==> config.mk <==
export PLATFORM = sky130hd
export DESIGN_NAME = clk_div_ctrl_flat
export DESIGN_NICKNAME = d
export VERILOG_FILES = /design/src/rtl/clk_div_if.sv /design/src/rtl/clk_div_ctrl.sv /design/src/flat_wrapper.sv
export SDC_FILE = /design/constraint.sdc
export NUM_CORES = 1
export LEC_CHECK = 0
export BUFFER_PORTS_ARGS = -buffer_cell sky130_fd_sc_hd__buf_2
export CAP_MARGIN = 20
export CELL_PAD_IN_SITES_DETAIL_PLACEMENT = 1
export CELL_PAD_IN_SITES_GLOBAL_PLACEMENT = 1
export CORE_MARGIN = 1
export CORE_UTILIZATION = 38
export CTS_CLUSTER_DIAMETER = 150
export DETAILED_ROUTE_END_ITERATION = 10
export PLACE_DENSITY = 0.85
export SETUP_SLACK_MARGIN = 0.05
export SLEW_MARGIN = 10
export SYNTH_ARGS = -nofsm -noshare
export SYNTH_HDL_FRONTEND = slang
export SYNTH_SLANG_ARGS = --single-unit
export TNS_END_PERCENT = 1
==> constraint.sdc <==
create_clock -name clk_in -period 2.95 [get_ports clk_in]
set_input_delay 0.4425 -clock clk_in [delete_from_list [all_inputs] [get_ports clk_in]]
set_output_delay 0.4425 -clock clk_in [all_outputs]
set_load 0.02 [all_outputs]
==> src/rtl/clk_div_if.sv <==
`default_nettype none
// ---------------------------------------------------------------------------
// clk_div_if : rate-select handshake and divided-clock outputs
// Revision   : 1.0
// ---------------------------------------------------------------------------
interface clk_div_if;
    logic       en;
    logic [2:0] cfg_div;
    logic       cfg_req;
    logic       cfg_ack;
    logic       cfg_err;
    logic       busy;
    logic [2:0] cur_div;
    logic       clk_out;
    logic       clk_tick;

    modport master (
        output en, cfg_div, cfg_req,
        input  cfg_ack, cfg_err, busy, cur_div, clk_out, clk_tick
    );

    modport slave (
        input  en, cfg_div, cfg_req,
        output cfg_ack, cfg_err, busy, cur_div, clk_out, clk_tick
    );
endinterface
`default_nettype wire

==> src/rtl/clk_div_ctrl.sv <==
`default_nettype none
// ---------------------------------------------------------------------------
// clk_div_ctrl : power-of-two clock divider with glitch-free ratio changes
// Revision     : 1.0
// ---------------------------------------------------------------------------
module clk_div_ctrl #(
    parameter int unsigned DEFAULT_DIV = 5,
    parameter int unsigned SETTLE      = 4
) (
    input  wire logic  clk_in,
    input  wire logic  resetb,
    clk_div_if.slave   bus
);

    typedef enum logic [1:0] {
        ST_RUN     = 2'd0,
        ST_PENDING = 2'd1,
        ST_SETTLE  = 2'd2
    } state_t;

    localparam logic [2:0] C_MAX_DIV     = 3'd5;
    localparam logic [2:0] C_RESET_DIV   = 3'(DEFAULT_DIV);
    localparam logic [3:0] C_SETTLE_LAST = 4'(SETTLE - 1);

    function automatic logic [5:0] div_half(input logic [2:0] d);
        return 6'd1 << d;
    endfunction

    // Wraps to 63 for d=5 because the shifted half overflows to zero.
    function automatic logic [5:0] div_mask(input logic [2:0] d);
        return (div_half(d) << 1) - 6'd1;
    endfunction

    logic [5:0] cc_q,       cc_d;
    logic [2:0] cur_div_q,  cur_div_d;
    logic [2:0] pend_div_q, pend_div_d;
    logic [3:0] settle_q,   settle_d;
    state_t     state_q,    state_d;
    logic       clk_out_q,  clk_out_d;
    logic       clk_tick_q, clk_tick_d;
    logic       busy_q,     busy_d;
    logic       ack_q,      ack_d;
    logic       err_q,      err_d;
    logic [5:0] cc_shift;

    always_comb begin
        cc_d       = cc_q;
        cur_div_d  = cur_div_q;
        pend_div_d = pend_div_q;
        settle_d   = settle_q;
        state_d    = state_q;
        ack_d      = 1'b0;
        err_d      = 1'b0;

        if (bus.en) begin
            cc_d = cc_q + 6'd1;
            case (state_q)
                ST_RUN: begin
                    if (bus.cfg_req) begin
                        if (bus.cfg_div <= C_MAX_DIV) begin
                            pend_div_d = bus.cfg_div;
                            state_d    = ST_PENDING;
                        end else begin
                            err_d = 1'b1;
                        end
                    end
                end
                ST_PENDING: begin
                    // Terminal cycle sits in the high half, so restarting at 0 never makes a runt.
                    if ((cc_q & div_mask(cur_div_q)) == div_mask(cur_div_q)) begin
                        cc_d      = 6'd0;
                        cur_div_d = pend_div_q;
                        settle_d  = 4'd0;
                        state_d   = ST_SETTLE;
                    end
                end
                ST_SETTLE: begin
                    settle_d = settle_q + 4'd1;
                    if (settle_q == C_SETTLE_LAST) begin
                        ack_d   = 1'b1;
                        state_d = ST_RUN;
                    end
                end
                default: state_d = ST_RUN;
            endcase
        end

        cc_shift   = cc_d >> cur_div_d;
        clk_out_d  = cc_shift[0];
        clk_tick_d = bus.en && ((cc_d & div_mask(cur_div_d)) == div_half(cur_div_d));
        busy_d     = (state_d != ST_RUN);
    end

    always_ff @(posedge clk_in) begin
        if (!resetb) begin
            cc_q       <= 6'd0;
            cur_div_q  <= C_RESET_DIV;
            pend_div_q <= C_RESET_DIV;
            settle_q   <= 4'd0;
            state_q    <= ST_RUN;
            clk_out_q  <= 1'b0;
            clk_tick_q <= 1'b0;
            busy_q     <= 1'b0;
            ack_q      <= 1'b0;
            err_q      <= 1'b0;
        end else begin
            cc_q       <= cc_d;
            cur_div_q  <= cur_div_d;
            pend_div_q <= pend_div_d;
            settle_q   <= settle_d;
            state_q    <= state_d;
            clk_out_q  <= clk_out_d;
            clk_tick_q <= clk_tick_d;
            busy_q     <= busy_d;
            ack_q      <= ack_d;
            err_q      <= err_d;
        end
    end

    assign bus.clk_out  = clk_out_q;
    assign bus.clk_tick = clk_tick_q;
    assign bus.busy     = busy_q;
    assign bus.cur_div  = cur_div_q;
    assign bus.cfg_ack  = ack_q;
    assign bus.cfg_err  = err_q;

endmodule
`default_nettype wire

==> src/flat_wrapper.sv <==
// flat-port wrapper written by rule: the top's interface ports become plain ports
module clk_div_ctrl_flat 
#(
    parameter int unsigned DEFAULT_DIV = 5,
    parameter int unsigned SETTLE      = 4
)
  (clk_in, resetb, bus_en, bus_cfg_div, bus_cfg_req, bus_cfg_ack, bus_cfg_err, bus_busy, bus_cur_div, bus_clk_out, bus_clk_tick);
  clk_div_if bus_i ();
  input  wire logic clk_in;
  input  wire logic resetb;
  input wire logic [$bits(bus_i.en)-1:0] bus_en;
  input wire logic [$bits(bus_i.cfg_div)-1:0] bus_cfg_div;
  input wire logic [$bits(bus_i.cfg_req)-1:0] bus_cfg_req;
  output wire logic [$bits(bus_i.cfg_ack)-1:0] bus_cfg_ack;
  output wire logic [$bits(bus_i.cfg_err)-1:0] bus_cfg_err;
  output wire logic [$bits(bus_i.busy)-1:0] bus_busy;
  output wire logic [$bits(bus_i.cur_div)-1:0] bus_cur_div;
  output wire logic [$bits(bus_i.clk_out)-1:0] bus_clk_out;
  output wire logic [$bits(bus_i.clk_tick)-1:0] bus_clk_tick;
  assign bus_i.en = bus_en;
  assign bus_i.cfg_div = bus_cfg_div;
  assign bus_i.cfg_req = bus_cfg_req;
  assign bus_cfg_ack = bus_i.cfg_ack;
  assign bus_cfg_err = bus_i.cfg_err;
  assign bus_busy = bus_i.busy;
  assign bus_cur_div = bus_i.cur_div;
  assign bus_clk_out = bus_i.clk_out;
  assign bus_clk_tick = bus_i.clk_tick;
  clk_div_ctrl #(.DEFAULT_DIV(DEFAULT_DIV), .SETTLE(SETTLE)) u_core (.clk_in(clk_in), .resetb(resetb), .bus(bus_i));
endmodule
**Word-level counts from Yosys, hierarchy flattened**

Cells that the tools add are included.

- $add $sub $neg: 4
- Magnitude comparators: 1
- Equality and inequality tests: 6
- Shift-type cells: 3
- Multiplexer cells: 16
- Bitwise operators: 2
- Reduce and logical (&&, ||, !) cells: 8

Operators with widths:

| cell | count |
|---|---|
| $mux 6 | 3 |
| $and 6x6->6 | 2 |
| $eq 6x6->1 | 2 |
| $sub 6x1->6 const B | 2 |
| $mux 2 | 5 |
| $mux 3 | 3 |
| $pmux 4 s2 | 1 |
| $reduce_and 4->1 | 2 |
| $add 6x1->6 const B | 1 |
| $pmux 2 s3 | 1 |
| $reduce_and 3->1 | 2 |
| $shl 1x3->6 const A | 1 |
| $shr 6x3->1 | 1 |
| $shl 1x3->5 const A | 1 |
| $add 4x1->4 const B | 1 |
| $eq 4x2->1 const B | 1 |
| $mux 4 | 1 |
| $reduce_bool 2->1 | 2 |
| $le 3x3->1 const B | 1 |
| $eq 2x1->1 const B | 1 |
| $eq 2x2->1 const B | 1 |
| $logic_not 2->1 | 1 |
| $mux 1 | 2 |
| $ne 2x1->1 const B | 1 |
| $logic_and 1x1->1 | 1 |

- Register bits: 23
- Input bits: 7
- Output and inout bits: 8
- Logic and storage cells: 50

**Depth between registers and ports, before layout**

- Word-level depth: 12
- Depth in mapped cells: 17
- Depth with buffers taken out: 15

**Least setup slack after synthesis**

Ideal clock, no wire load.

- Path kind: register to register
- From: register u_core.cur_div_q[0], in the netlist u_core.bus.cur_div[0]
- To: register u_core.clk_tick_q, in the netlist u_core.bus.clk_tick
- Setup time: 0.059 ns
- Arrival time: 3.076 ns
- Setup slack: -0.186 ns
- Cell stages (with the launch flop): 16
- Path buffers: 2
- Clock period less this slack: 3.136 ns
- Cell sequence: dfxtp_1 -> clkbuf_1 -> nand2_1 -> ha_1 -> o221ai_1 -> nor2_1 -> nand3_2 -> buf_6 -> nor4b_2 -> a31oi_1 -> ha_1 -> and3_1 -> a21oi_1 -> nor2_1 -> a2111oi_0 -> a31o_1

- Longest elaborated chain between the ends: 12
- Elaborated cells on any way between the ends: 15
- Classes of those cells: add/sub: 2; eq/ne: 2; shift: 2; mux: 6; bitwise: 2; reduce/logical: 1

RTL lines:

| element | line | text |
|---|---|---|
| start: declaration | clk_div_ctrl.sv:35 | `logic [2:0] cur_div_q, cur_div_d;` |
| start signal: assignment | clk_div_ctrl.sv:108 | `cur_div_q <= cur_div_d;` |
| $shl 1x3->5 | clk_div_ctrl.sv:26 | `return 6'd1 << d;` |
| $sub 6x1->6 | clk_div_ctrl.sv:31 | `return (div_half(d) << 1) - 6'd1;` |
| $and 6x6->6 | clk_div_ctrl.sv:70 | `if ((cc_q & div_mask(cur_div_q)) == div_mask(cur_div_q)) begin` |
| $eq 6x6->1 | clk_div_ctrl.sv:70 |  |
| $mux 3 | clk_div_ctrl.sv:70 |  |
| $mux 3 | clk_div_ctrl.sv:57 | `case (state_q)` |
| $mux 3 | clk_div_ctrl.sv:55 | `if (bus.en) begin` |
| $shl 1x3->6 | clk_div_ctrl.sv:26 |  |
| $sub 6x1->6 | clk_div_ctrl.sv:31 |  |
| $and 6x6->6 | clk_div_ctrl.sv:90 | `clk_tick_d = bus.en && ((cc_d & div_mask(cur_div_d)) == div_half(cur_div_d));` |
| $eq 6x6->1 (*) | clk_div_ctrl.sv:90 |  |
| $logic_and 1x1->1 (*) | clk_div_ctrl.sv:90 |  |
| end signal: assignment | clk_div_ctrl.sv:113 | `clk_tick_q <= clk_tick_d;` |
| end: declaration | clk_div_ctrl.sv:40 | `logic clk_tick_q, clk_tick_d;` |

Mark *: on every way between the ends. The rest lies on a longest branch, timed or not.
A chain may end at the register's enable or synchronous reset.

**Final worst setup path**

- From: register u_core.cur_div_q[1], in the netlist u_core.bus.cur_div[1]
- To: register u_core.clk_tick_q, in the netlist u_core.bus.clk_tick

Same word-level chain as after synthesis.

==> flow_summary.yaml <==
timing:
  final-hold-violation-count: 0
  worstMarginPinSlew_ps: 536
  final-setup-viol-count: 0
  layout_min_cycle_time_ps: 2920
  maxSlewViolCount: 0
  tns_ps: 0
  finalCritPeriodShare_pct: 99.0
  slew-limit-headroom_pct: 64.2
  skew_ps: 9.47
  clock.fmax_mhz: 342
cells_and_area:
  antenna_cells: 0
  drive_above_1_share_pct: 33.1
  final_cells: 225
  utilization_pct: 53.1
  syn_to_final_growth_pct: 30.0
  nets: 193
  design_area_um2: 1660
placed_design:
  io_buffers: 14
  dp_hpwl_um: 2610
  place_area_um2: 1430
  gp_congestion: 0.847
  dp.cells: 209
yosys:
  syn_area_per_cell_um2: 8.52
  synth.area.top_cells: "dfxtp_1 (36%), mux2i_1 (6.3%), nor2_1 (5.0%), nand2_1 (4.7%), ha_1 (3.9%)"
  ys_async_sr_fraction_pct: 0
  yosys.area.top_type: "dfxtp_1"
  ys_seq_area_share_pct: 36.0
  synth.most_common_cell: "dfxtp_1"
  ys.flop_type: "dfxtp_1"
  ys_top_cells_by_count: "dfxtp_1 (23), nor2_1 (17), nand2_1 (16), mux2i_1 (8)"
  syn_nets: 161
  synthCells: 150
  ys_ff_latch: 23
  synth_area_um2: 1280
  ys_types: 47
  netlist.area_leader.share_pct: 36.0
  ys_warn_count: 0
  synth_edf_count: 0
route:
  postRouteWirelength_um: 4350
  wire_per_inst_um: 19.3
  vias: 1295
  antenna_left: 0
  drc: 0
  drt-initial-drc-count: 34
  via_per_inst: 5.76
  drt_pass1_iterations: 4
clocking:
  clockBufferDepth: 2
  clkTransAtPathRegs_ps: 140
  clk_latency_ps: 340
  h-tree-depth: 1
  tritoncts: "done"
  cts.sinks: 23
  cts_inserted_buffers: 3
  clock-root-buffer: "clkbuf_4"
grt:
  grt_max_degree: 15
  grt_usage_pct: 23.6
  grt.overflow.total: 0
  antenna_found_initial: 0
  grt_first_pass_wirelength_um: 6150
  grt_pass1_vias: 1251
power_and_ir_drop:
  irDropWorstVdd_mv: 0.364
  power_density_nw_per_um2: 331
  power_leakage_nw: 0.688
worst_setup_path:
  start_kind: "register"
  cp-end-kind: "register"
  arrival_ps: 3220
  cp_max_fo: 5
  required_ps: 3250
  path_class: "register to register"
die:
  die_h_um: 60.0
  die_w_um: 60.0
  start_util_pct: 40.8
  num_io_pins: 15
  die-area_um2: 3600
  core_area_um2: 3130
  rows: 20
worst_hold_path:
  hp-class: "input port to register"
run_status:
  status: "complete, no violations"
run:
  drv_cap: 0
==> placed cells by master, fill, tap and decap left out, types with 2 or more instances in the layout <==
master and instances:
buf_2 14, nor2_2 3, a21o_1 3, ha_4 2, xor2_1 5, nand3_1 2
a21oi_1 6, nor2_1 14, dfxtp_1 20, nand2_1 16, mux2i_1 8, clkbuf_4 3
and3_1 4, buf_4 19, inv_1 6, ha_1 2, o21a_1 3, dfxtp_4 2
nand4_1 4, nor2b_1 2, o21ai_0 5, o31ai_2 2, nor3_1 2, xnor2_1 3
==> flip-flops by register name (all words and copies together) (netlist names) <==
signal,cells
u_core.pend_div_q,3
u_core.bus.cur_div,3
u_core.bus.clk_tick,1
u_core.cc_q,6
u_core.bus.busy,1
u_core.bus.cfg_ack,1
u_core.bus.clk_out,1
u_core.settle_q,4
u_core.bus.cfg_err,1
u_core.state_q,2
==> metal layers <==
| layer | global-route usage [%] | routed length, µm | share of wire, % |
|---|---|---|---|
| met4 | 8.64 | 173 | 4.0 |
| met1 | 27.6 | 1740 | 40 |
| met2 | 42.7 | 2190 | 50 |
| met5 | 0 | 0 | 0 |
| met3 | 3.90 | 246 | 5.7 |
==> kinds of logic (layout without fill, tap and decap cells) <==
logic type	after synthesis	after routing	share of synthesized area, %
xor+xnor	8	8	5.49
fa+ha+maj	4	4	3.92
buf+inv	13	44	5.39
mux	8	8	6.27
simple gates	61	61	24.9
compound gates	33	33	18.0
flops	23	23	36.0
==> repair_timing <==
| action | 4_1_cts | 5_1_grt |
|---|---|---|
| pin swaps | 9 | 10 |
| endpoints found under the setup margin | 1 | 1 |
| setup buffers | 8 | 5 |
| gates resized for setup | 11 | 10 |
| hold buffers | 0 | 0 |
| gates cloned | 0 | 0 |
==> worst paths after layout <==
path | startpoint | endpoint | slack, ps | cells past startpoint
worst max register to register | u_core.bus.cur_div[1] | u_core.bus.clk_tick | 30 | 13
worst min-delay path | bus_cfg_div[0] | u_core.pend_div_q[0] | 320 | 3
worst min register to register | u_core.settle_q[1] | u_core.settle_q[1] | 530 | 2
worst max-delay path | u_core.bus.cur_div[1] | u_core.bus.clk_tick | 30 | 13
==> metrics by stage <==
stage	setup WS, ps	total power [W]	hold slack (ps)
2_1_floorplan	55.7	0.000363	469
3_3_place_gp	131	0.000381	483
3_5_place_dp	-99.6	0.000385	505
4_1_cts	58.7	0.000538	338
5_1_grt	-76.4	0.000565	315
6_report	30.1	0.000549	320
==> critical path, stage by stage (launching register included) <==
cell and delay, ps:
dfxtp_4 400, buf_4 150, and2b_1 210, a21oi_1 90
o311ai_2 400, nand3_4 180, buf_4 180, a21oi_1 270
ha_4 210, xnor2_1 90, a21oi_2 160, nor2_2 70
a2111oi_4 280, a31o_1 180
==> power breakdown <==
group | leakage (nW) | switching (W) | internal [W]
clock | 0.0150 | 0.000110 | 0.0000533
sequential | 0.187 | 0.0000100 | 0.000316
combinational | 0.486 | 0.0000367 | 0.0000236
==> final cells by class <==
| type | count | area (µm²) |
|---|---|---|
| timing repair buffer | 33 | 213 |
| sequential | 23 | 469 |
| clock buffer | 4 | 26.3 |
| inverter | 7 | 26.3 |
| tap | 44 | 55.1 |
| fill | 368 | 1470 |
| multi-input combinational | 114 | 871 |
No activity file was read; power rests on OpenSTA's default activity.
